$ cat config.mk
export PLATFORM = sky130hd
export DESIGN_NAME = rd_data_collector_flat
export DESIGN_NICKNAME = d
export VERILOG_FILES = /design/src/rtl/rd_data_collector_pkg.sv /design/src/rtl/rd_data_collector_if.sv /design/src/rtl/rd_data_collector_sync_fifo.sv /design/src/rtl/rd_data_collector.sv /design/src/flat_wrapper.sv
export SDC_FILE = /design/constraint.sdc
export NUM_CORES = 2
export LEC_CHECK = 0
export CORE_MARGIN = 2
export CORE_UTILIZATION = 40
export DETAILED_ROUTE_END_ITERATION = 10
export PLACE_DENSITY_LB_ADDON = 0.08
export SLEW_MARGIN = 20
export SYNTH_ARGS = -nofsm -noshare
export SYNTH_HDL_FRONTEND = slang
export SYNTH_MEMORY_MAX_BITS = 65536
export SYNTH_SLANG_ARGS = --single-unit
$ cat constraint.sdc
create_clock -name clk -period 47.5 [get_ports clk]
set_clock_uncertainty 0.05 [all_clocks]
set_input_delay 9.5 -clock clk [delete_from_list [all_inputs] [get_ports clk]]
set_output_delay 9.5 -clock clk [all_outputs]
set_load 0.005 [all_outputs]
$ cat src/rtl/rd_data_collector_pkg.sv
// Shared constants and types for the DFI read-data collector.
// Covers burst length, read tag encoding and serializer states.
package rd_data_collector_pkg;

  localparam int unsigned BURST_BEATS = 4;

  localparam logic TAG_HOST     = 1'b0;
  localparam logic TAG_PERIODIC = 1'b1;

  typedef enum logic {
    StIdle = 1'b0,
    StSend = 1'b1
  } ser_state_e;

endpackage

$ cat src/rtl/rd_data_collector_if.sv
// DFI read-return and host read-back stream signals of the read-data collector.
interface rd_data_collector_if
  import rd_data_collector_pkg::*;
#(
  parameter int unsigned DQ_WIDTH  = 64,
  parameter int unsigned OUT_WIDTH = 64
) ();

  logic                            dfi_rddata_en;
  logic                            dfi_rddata_en_odd;
  logic                            dfi_rddata_valid;
  logic [BURST_BEATS*DQ_WIDTH-1:0] dfi_rddata;
  logic [OUT_WIDTH-1:0]            rdback_data;
  logic                            rdback_valid;
  logic                            rdback_ready;
  logic                            rdback_last;

  modport master (
    output dfi_rddata_en,
    output dfi_rddata_en_odd,
    output dfi_rddata_valid,
    output dfi_rddata,
    output rdback_ready,
    input  rdback_data,
    input  rdback_valid,
    input  rdback_last
  );

  modport slave (
    input  dfi_rddata_en,
    input  dfi_rddata_en_odd,
    input  dfi_rddata_valid,
    input  dfi_rddata,
    input  rdback_ready,
    output rdback_data,
    output rdback_valid,
    output rdback_last
  );

endinterface

$ cat src/rtl/rd_data_collector_sync_fifo.sv
// First-word-fall-through synchronous FIFO with full/empty/occupancy outputs.
// A push while full is accepted only if a pop frees the slot in the same cycle.
module sync_fifo #(
  parameter int unsigned Width = 1,
  parameter int unsigned Depth = 16
) (
  input  logic                   clk,
  input  logic                   rst,
  input  logic                   push_i,
  input  logic                   pop_i,
  input  logic [Width-1:0]       wdata_i,
  output logic [Width-1:0]       rdata_o,
  output logic                   full_o,
  output logic                   empty_o,
  output logic [$clog2(Depth):0] count_o
);

  localparam int unsigned AddrW = $clog2(Depth);

  logic [Width-1:0] mem_q [Depth];
  logic [AddrW-1:0] wr_ptr_q, wr_ptr_d;
  logic [AddrW-1:0] rd_ptr_q, rd_ptr_d;
  logic [AddrW:0]   count_q, count_d;
  logic             wr_en, rd_en;

  assign full_o  = (count_q == (AddrW+1)'(Depth));
  assign empty_o = (count_q == '0);
  assign count_o = count_q;
  assign rdata_o = mem_q[rd_ptr_q];

  assign wr_en = push_i && (!full_o || pop_i);
  assign rd_en = pop_i && !empty_o;

  always_comb begin
    wr_ptr_d = wr_ptr_q;
    rd_ptr_d = rd_ptr_q;
    count_d  = count_q;
    if (wr_en) wr_ptr_d = wr_ptr_q + 1'b1;
    if (rd_en) rd_ptr_d = rd_ptr_q + 1'b1;
    case ({wr_en, rd_en})
      2'b10:   count_d = count_q + 1'b1;
      2'b01:   count_d = count_q - 1'b1;
      default: count_d = count_q;
    endcase
  end

  always_ff @(posedge clk) begin
    if (rst) begin
      wr_ptr_q <= '0;
      rd_ptr_q <= '0;
      count_q  <= '0;
    end else begin
      wr_ptr_q <= wr_ptr_d;
      rd_ptr_q <= rd_ptr_d;
      count_q  <= count_d;
    end
  end

  always_ff @(posedge clk) begin
    if (wr_en) mem_q[wr_ptr_q] <= wdata_i;
  end

endmodule

$ cat src/rtl/rd_data_collector.sv
// DFI read-return collector: matches in-order read tags against PHY bursts,
// serializes host bursts to the read-back stream and forwards periodic reads.
module rd_data_collector
  import rd_data_collector_pkg::*;
#(
  parameter int unsigned DQ_WIDTH  = 64,
  parameter int unsigned OUT_WIDTH = 64,
  parameter int unsigned DEPTH     = 16
) (
  input  logic                            clk,
  input  logic                            rst,
  rd_data_collector_if.slave              rd,
  input  logic                            clr_err,
  output logic                            pr_rd_valid,
  output logic [BURST_BEATS*DQ_WIDTH-1:0] pr_rd_data,
  output logic [$clog2(DEPTH):0]          rd_pending,
  output logic                            rd_credit_ok,
  output logic                            err_overflow,
  output logic                            err_unexpected
);

  localparam int unsigned BurstW = BURST_BEATS * DQ_WIDTH;
  localparam int unsigned CntW   = $clog2(DEPTH) + 1;
  localparam int unsigned BeatW  = $clog2(BURST_BEATS);
  localparam logic [BeatW-1:0] LastBeat = BeatW'(BURST_BEATS - 1);

  logic              tag_head, tag_full, tag_empty;
  logic [CntW-1:0]   tag_count;
  logic [BurstW-1:0] burst_head;
  logic              burst_full, burst_empty;
  logic [CntW-1:0]   burst_count;

  logic tag_pop, host_evt, prd_evt, unexp_evt, ovf_evt, burst_pop;

  ser_state_e        state_q, state_d;
  logic [BeatW-1:0]  beat_q, beat_d;
  logic              pr_valid_q, pr_valid_d;
  logic [BurstW-1:0] pr_data_q, pr_data_d;
  logic              err_ovf_q, err_ovf_d;
  logic              err_unexp_q, err_unexp_d;
  logic [CntW:0]     occupancy;

  assign tag_pop   = rd.dfi_rddata_valid && !tag_empty;
  assign host_evt  = tag_pop && (tag_head == TAG_HOST);
  assign prd_evt   = tag_pop && (tag_head == TAG_PERIODIC);
  assign unexp_evt = rd.dfi_rddata_valid && tag_empty;
  assign ovf_evt   = (rd.dfi_rddata_en && tag_full && !tag_pop) ||
                     (host_evt && burst_full && !burst_pop);

  sync_fifo #(
    .Width (1),
    .Depth (DEPTH)
  ) u_tag_fifo (
    .clk     (clk),
    .rst     (rst),
    .push_i  (rd.dfi_rddata_en),
    .pop_i   (tag_pop),
    .wdata_i (rd.dfi_rddata_en_odd),
    .rdata_o (tag_head),
    .full_o  (tag_full),
    .empty_o (tag_empty),
    .count_o (tag_count)
  );

  sync_fifo #(
    .Width (BurstW),
    .Depth (DEPTH)
  ) u_burst_fifo (
    .clk     (clk),
    .rst     (rst),
    .push_i  (host_evt),
    .pop_i   (burst_pop),
    .wdata_i (rd.dfi_rddata),
    .rdata_o (burst_head),
    .full_o  (burst_full),
    .empty_o (burst_empty),
    .count_o (burst_count)
  );

  // The FIFO head is the burst being sent; it is only popped after its last beat.
  always_comb begin
    state_d   = state_q;
    beat_d    = beat_q;
    burst_pop = 1'b0;
    case (state_q)
      StIdle: begin
        if (!burst_empty) begin
          state_d = StSend;
          beat_d  = '0;
        end
      end
      StSend: begin
        if (rd.rdback_ready) begin
          if (beat_q == LastBeat) begin
            burst_pop = 1'b1;
            beat_d    = '0;
            if ((burst_count <= CntW'(1)) && !host_evt) state_d = StIdle;
          end else begin
            beat_d = beat_q + 1'b1;
          end
        end
      end
      default: state_d = StIdle;
    endcase
  end

  always_comb begin
    pr_valid_d  = prd_evt;
    pr_data_d   = prd_evt ? rd.dfi_rddata : pr_data_q;
    err_ovf_d   = (err_ovf_q && !clr_err) || ovf_evt;
    err_unexp_d = (err_unexp_q && !clr_err) || unexp_evt;
  end

  always_ff @(posedge clk) begin
    if (rst) begin
      state_q     <= StIdle;
      beat_q      <= '0;
      pr_valid_q  <= 1'b0;
      pr_data_q   <= '0;
      err_ovf_q   <= 1'b0;
      err_unexp_q <= 1'b0;
    end else begin
      state_q     <= state_d;
      beat_q      <= beat_d;
      pr_valid_q  <= pr_valid_d;
      pr_data_q   <= pr_data_d;
      err_ovf_q   <= err_ovf_d;
      err_unexp_q <= err_unexp_d;
    end
  end

  assign rd.rdback_valid = (state_q == StSend);
  assign rd.rdback_last  = (state_q == StSend) && (beat_q == LastBeat);
  assign rd.rdback_data  = (state_q == StSend) ?
                           burst_head[32'(beat_q)*OUT_WIDTH +: OUT_WIDTH] : '0;

  assign occupancy = {1'b0, tag_count} + {1'b0, burst_count} +
                     {{CntW{1'b0}}, (state_q == StSend)};

  assign pr_rd_valid    = pr_valid_q;
  assign pr_rd_data     = pr_data_q;
  assign rd_pending     = tag_count;
  assign rd_credit_ok   = (occupancy < (CntW+1)'(DEPTH));
  assign err_overflow   = err_ovf_q;
  assign err_unexpected = err_unexp_q;

endmodule

$ cat src/flat_wrapper.sv
// flat-port wrapper written by rule: the top's interface ports become plain ports
module rd_data_collector_flat import rd_data_collector_pkg::*;
#(
  parameter int unsigned DQ_WIDTH  = 64,
  parameter int unsigned OUT_WIDTH = 64,
  parameter int unsigned DEPTH     = 16
)
  (clk, rst, clr_err, pr_rd_valid, pr_rd_data, rd_pending, rd_credit_ok, err_overflow, err_unexpected, rd_dfi_rddata_en, rd_dfi_rddata_en_odd, rd_dfi_rddata_valid, rd_dfi_rddata, rd_rdback_ready, rd_rdback_data, rd_rdback_valid, rd_rdback_last);
  rd_data_collector_if #(.DQ_WIDTH(DQ_WIDTH), .OUT_WIDTH(OUT_WIDTH)) rd_i ();
  input  logic clk;
  input  logic rst;
  input  logic clr_err;
  output logic pr_rd_valid;
  output logic [BURST_BEATS*DQ_WIDTH-1:0] pr_rd_data;
  output logic [$clog2(DEPTH):0] rd_pending;
  output logic rd_credit_ok;
  output logic err_overflow;
  output logic err_unexpected;
  input wire logic [$bits(rd_i.dfi_rddata_en)-1:0] rd_dfi_rddata_en;
  input wire logic [$bits(rd_i.dfi_rddata_en_odd)-1:0] rd_dfi_rddata_en_odd;
  input wire logic [$bits(rd_i.dfi_rddata_valid)-1:0] rd_dfi_rddata_valid;
  input wire logic [$bits(rd_i.dfi_rddata)-1:0] rd_dfi_rddata;
  input wire logic [$bits(rd_i.rdback_ready)-1:0] rd_rdback_ready;
  output wire logic [$bits(rd_i.rdback_data)-1:0] rd_rdback_data;
  output wire logic [$bits(rd_i.rdback_valid)-1:0] rd_rdback_valid;
  output wire logic [$bits(rd_i.rdback_last)-1:0] rd_rdback_last;
  assign rd_i.dfi_rddata_en = rd_dfi_rddata_en;
  assign rd_i.dfi_rddata_en_odd = rd_dfi_rddata_en_odd;
  assign rd_i.dfi_rddata_valid = rd_dfi_rddata_valid;
  assign rd_i.dfi_rddata = rd_dfi_rddata;
  assign rd_i.rdback_ready = rd_rdback_ready;
  assign rd_rdback_data = rd_i.rdback_data;
  assign rd_rdback_valid = rd_i.rdback_valid;
  assign rd_rdback_last = rd_i.rdback_last;
  rd_data_collector #(.DQ_WIDTH(DQ_WIDTH), .OUT_WIDTH(OUT_WIDTH), .DEPTH(DEPTH)) u_core (.clk(clk), .rst(rst), .rd(rd_i), .clr_err(clr_err), .pr_rd_valid(pr_rd_valid), .pr_rd_data(pr_rd_data), .rd_pending(rd_pending), .rd_credit_ok(rd_credit_ok), .err_overflow(err_overflow), .err_unexpected(err_unexpected));
endmodule
==> results.md <==
* Run status: complete, no violations
* Arrival time of the worst setup path at 6880 ps
* Max Freq at 0.0609 GHz
* Synth Flop Type: edfxtp_1
* Data required time at the worst endpoint at 37950 ps
* Commonest cells after routing, fill and taps aside: edfxtp_1 (4112), mux4_2 (1026), nand2_1 (707)
* Unrepaired setup endpoints after global routing: false
* Leading cell type in the layout, fill and taps excluded: edfxtp_1
* Overall routed net length at 501 mm
* Final number of max-transition violations at 0
* Post-synth EDFFs at 4112
* Kind of cell with the highest combined delay on the critical path: buffers and inverters
* Fillcell total at 34547
* Power Dens Cells at 44.9 nW/µm²
* H-Tree Depth at 5
* Worst Hold Depth at 2
* Number of hold violations in the final report at 0
* Total Neg Setup Slack at 0 ps
* Deepest clock path buffer count at 4
* Synth-to-Final Area Change at 16.8%
* Clock transition at the registers of the reported paths at 60 ps
* Total DRC errors in the routed layout at 0
* Total setup buffers inserted after CTS at 0
* Synthesis-stage register bit count at 4408
* Number of antenna violations at the first check in global routing at 56
* Share of post-route cells with drive strength above 1 at 21.6%
* Synth warn at 0
* Detailed-placement wirelength estimate at 281 mm
* Synthesized area at 166000 µm²
* Cell with the largest stage delay on the worst path: dfxtp_4
* Critical Path Start Type: flip-flop
* Post-CTS sizing at 0
* Unique masters post-synth at 62
* Total gr overflow at 0
* Clock tree from TritonCTS: yes
* Clock tree root driver cell: clkbuf_16
* Post-Synthesis Net Count at 8196
* CP Cell Sequence: buf_12 -> buf_4 -> buf_4 -> mux4_2 -> mux2i_1 -> a211oi_2 -> nor2_1 -> a31oi_1 -> clkdlybuf4s50_1
* Maximum number of pins on one net before global-route repair at 138
* Portion of the post-synthesis area used by sequential elements at 77.9%
* Y dimension of the die at 648 µm
* Setup CP Type: flip-flop to output pin
* Capture point of the worst reg-to-reg path: u_core.u_burst_fifo.mem_q[2][119]$_DFFE_PP_
* # nets final at 9002
* Routability congestion estimate at 0.742
* Hold buffer count at cts at 0
* Starting density of the core at 40.2%
* Count of boundary I/O pins at 594
* Cell repeated most along the worst path: buf_4
* Type of the worst min-delay path: flip-flop to flip-flop
* Endpoint of the worst hold-timing path: u_core.pr_rd_data[179]$_SDFFE_PP0P_
* Max-Cap Viols at 0
* Total via count in the routed design at 83649
* GRT Total Usage at 23.6%
* Endpoints failing setup at 0
* Worst Max-Slew Pin Slew at 1220 ps
* Clk Latency, worst-skew pair at 980 ps
* Maximum ir drop on the vdd rail at 0.0323 mV
* ANT nets after route at 0
* Leading post-synthesis cells by cell area: edfxtp_1 (74%), mux4_2 (14%), dfxtp_1 (3.6%), nand2_1 (1.6%), mux2i_1 (1.2%)
* Synthesized area per cell at 21.0 µm²
* Synthesized instance count at 7909
* Min cycle time layout at 16430 ps
* Core Region at 413000 µm²
* First-pass GRT wire length at 692 mm
* Endpoint kind of the worst setup timing path: output pin
* Buffers added on ports at 593
* Power after layout at 0.00872 W
* Buffers plus inverters on the worst setup path at 4
* Portion of the clock cycle consumed by the worst path in the final layout at 34.6%
* Clock sink count at 4408
* Min-Delay Startpoint: u_core.pr_rd_data[179]$_SDFFE_PP0P_
* Max transition margin at 18.7%
* Starting DRT DRC Count at 8634
* Cell type with the largest total area after synthesis: edfxtp_1
* Count of cells along the worst register-to-register path at 8
* Average vias per placed instance at 5.73
* Routed wire per std cell at 34.3 µm
* Share of the synthesized area in the top cell type at 74.3%
* Site Rows at 236
* Async S/R FF share, synth at 0%
* Max incr delay on CP at 960 ps
* Setup slack of the most critical reg-to-reg path at 41890 ps
* Number of buffers created by CTS at 472
* Cell leakage power at 60.0 nW
* Maximum fanout along the worst path at 88
* Area of the die at 420000 µm²
* Width of the chip at 648 µm
* Vias in the first global route at 87303
* Drt pass-1 iters at 5
==> routing by layer <==
metal | vias to the layer above | part of all wire [%] | routed length [µm] | GRT usage (%)
met5 | - | 0.025 | 127 | 0
met3 | 565 | 5.3 | 26500 | 3.18
met4 | 20 | 2.1 | 10600 | 4.90
li1 | 34448 | - | - | -
met2 | 2585 | 50 | 252000 | 40.4
met1 | 46031 | 42 | 212000 | 32.4
==> kinds of logic after synthesis <==
kind of cell / after synthesis / share of synthesized area (%)
muxes: 1222 / 15.1
buffers and inverters: 478 / 1.26
xor gates and xnor gates: 17 / 0.0896
AOI/OAI and AO/OA: 828 / 3.15
and+or+nand+nor: 932 / 2.29
adders and majority gates: 24 / 0.181
DFF: 4408 / 77.9
==> worst reg2reg max path, stage by stage, from the launching register on <==
cell and delay, ps:
dfxtp_1 460, mux4_1 660, a22oi_4 270, nand3_4 140, a21oi_4 380, and3_4 850, buf_4 750, buf_4 820
buf_4 820
==> layout make-up <==
class	instances	area (µm²)	area share (%)
Clock buffer	621	12600	6.51
Antenna cell	10	25.0	0.0129
Sequential cell	4408	129000	66.7
Clock inverter	256	2280	1.17
Inverter	18	85.1	0.0439
Tap cell	5474	6850	3.53
Multi-Input combinational cell	3023	35000	18.0
Timing Repair Buffer	792	7750	3.99
==> registers in the layout, indices dropped and copies added (netlist names), named ones only <==
register,flops
u_core.u_burst_fifo.mem_q,4096
u_core.pr_rd_data,256
u_core.u_tag_fifo.mem_q,16
u_core.u_burst_fifo.count_o,5
u_core.u_tag_fifo.count_o,5
u_core.u_burst_fifo.rd_ptr_q,4
u_core.u_burst_fifo.wr_ptr_q,4
u_core.u_tag_fifo.rd_ptr_q,4
u_core.u_tag_fifo.wr_ptr_q,4
u_core.beat_q,2
u_core.err_overflow,1
u_core.err_unexpected,1
u_core.pr_rd_valid,1
u_core.rd.rdback_valid,1
==> Yosys cell counts (8+ instances only) <==
cell type and n:
a22o_1 21, a21oi_1 330, o211ai_1 33, buf_2 156, a22oi_1 56, buf_1 68
nor2_1 92, edfxtp_1 4112, nor3_1 46, o22a_1 32, mux4_2 1026, a221oi_1 16
and2_1 8, a31oi_1 30, buf_4 26, and3_1 15, mux2i_1 194, o221ai_1 27
nor4_1 8, nand2_1 710, nor2b_1 12, o21ai_0 40, inv_1 14, dfxtp_1 296
a211oi_1 56, ha_1 24, clkbuf_1 210, o22ai_1 162, xor2_1 10
==> through the flow <==
step / std cells / area, µm² / worst slack [ps] / hold slack [ps] / utilization (%)
final: 14602 / 194000 / 31070 / 401 / 46.9
after global placement: 13713 / 179000 / 31630 / 392 / 43.3
after global routing: 14594 / 194000 / 30550 / 422 / 46.9
after floorplan: 7909 / 166000 / 11780 / 403 / -
after CTS: 14591 / 194000 / 30550 / 404 / 46.9
after detailed placement: 13714 / 179000 / 31660 / 396 / 43.3
==> power by group <==
group / switching [W] / internal [W] / total [W]
clock network: 0.00152 / 0.00205 / 0.00357
registers: 0.0000473 / 0.00437 / 0.00442
logic: 0.000467 / 0.000262 / 0.000728
total: 0.00203 / 0.00668 / 0.00872
==> how the worst max path moves through the flow <==
stage	to	from	depth (start not counted)
after CTS	rd_rdback_data[19]	flip-flop	9
after detailed placement	rd_rdback_data[19]	flip-flop	9
final	rd_rdback_data[19]	flip-flop	9
after global routing	rd_rdback_data[19]	flip-flop	9
after global placement	rd_rdback_data[19]	flip-flop	9
after floorplan	u_core.u_burst_fifo.mem_q[3][0]$_DFFE_PP_	rd_dfi_rddata_valid	6
(Power assumes the default switching activity.)
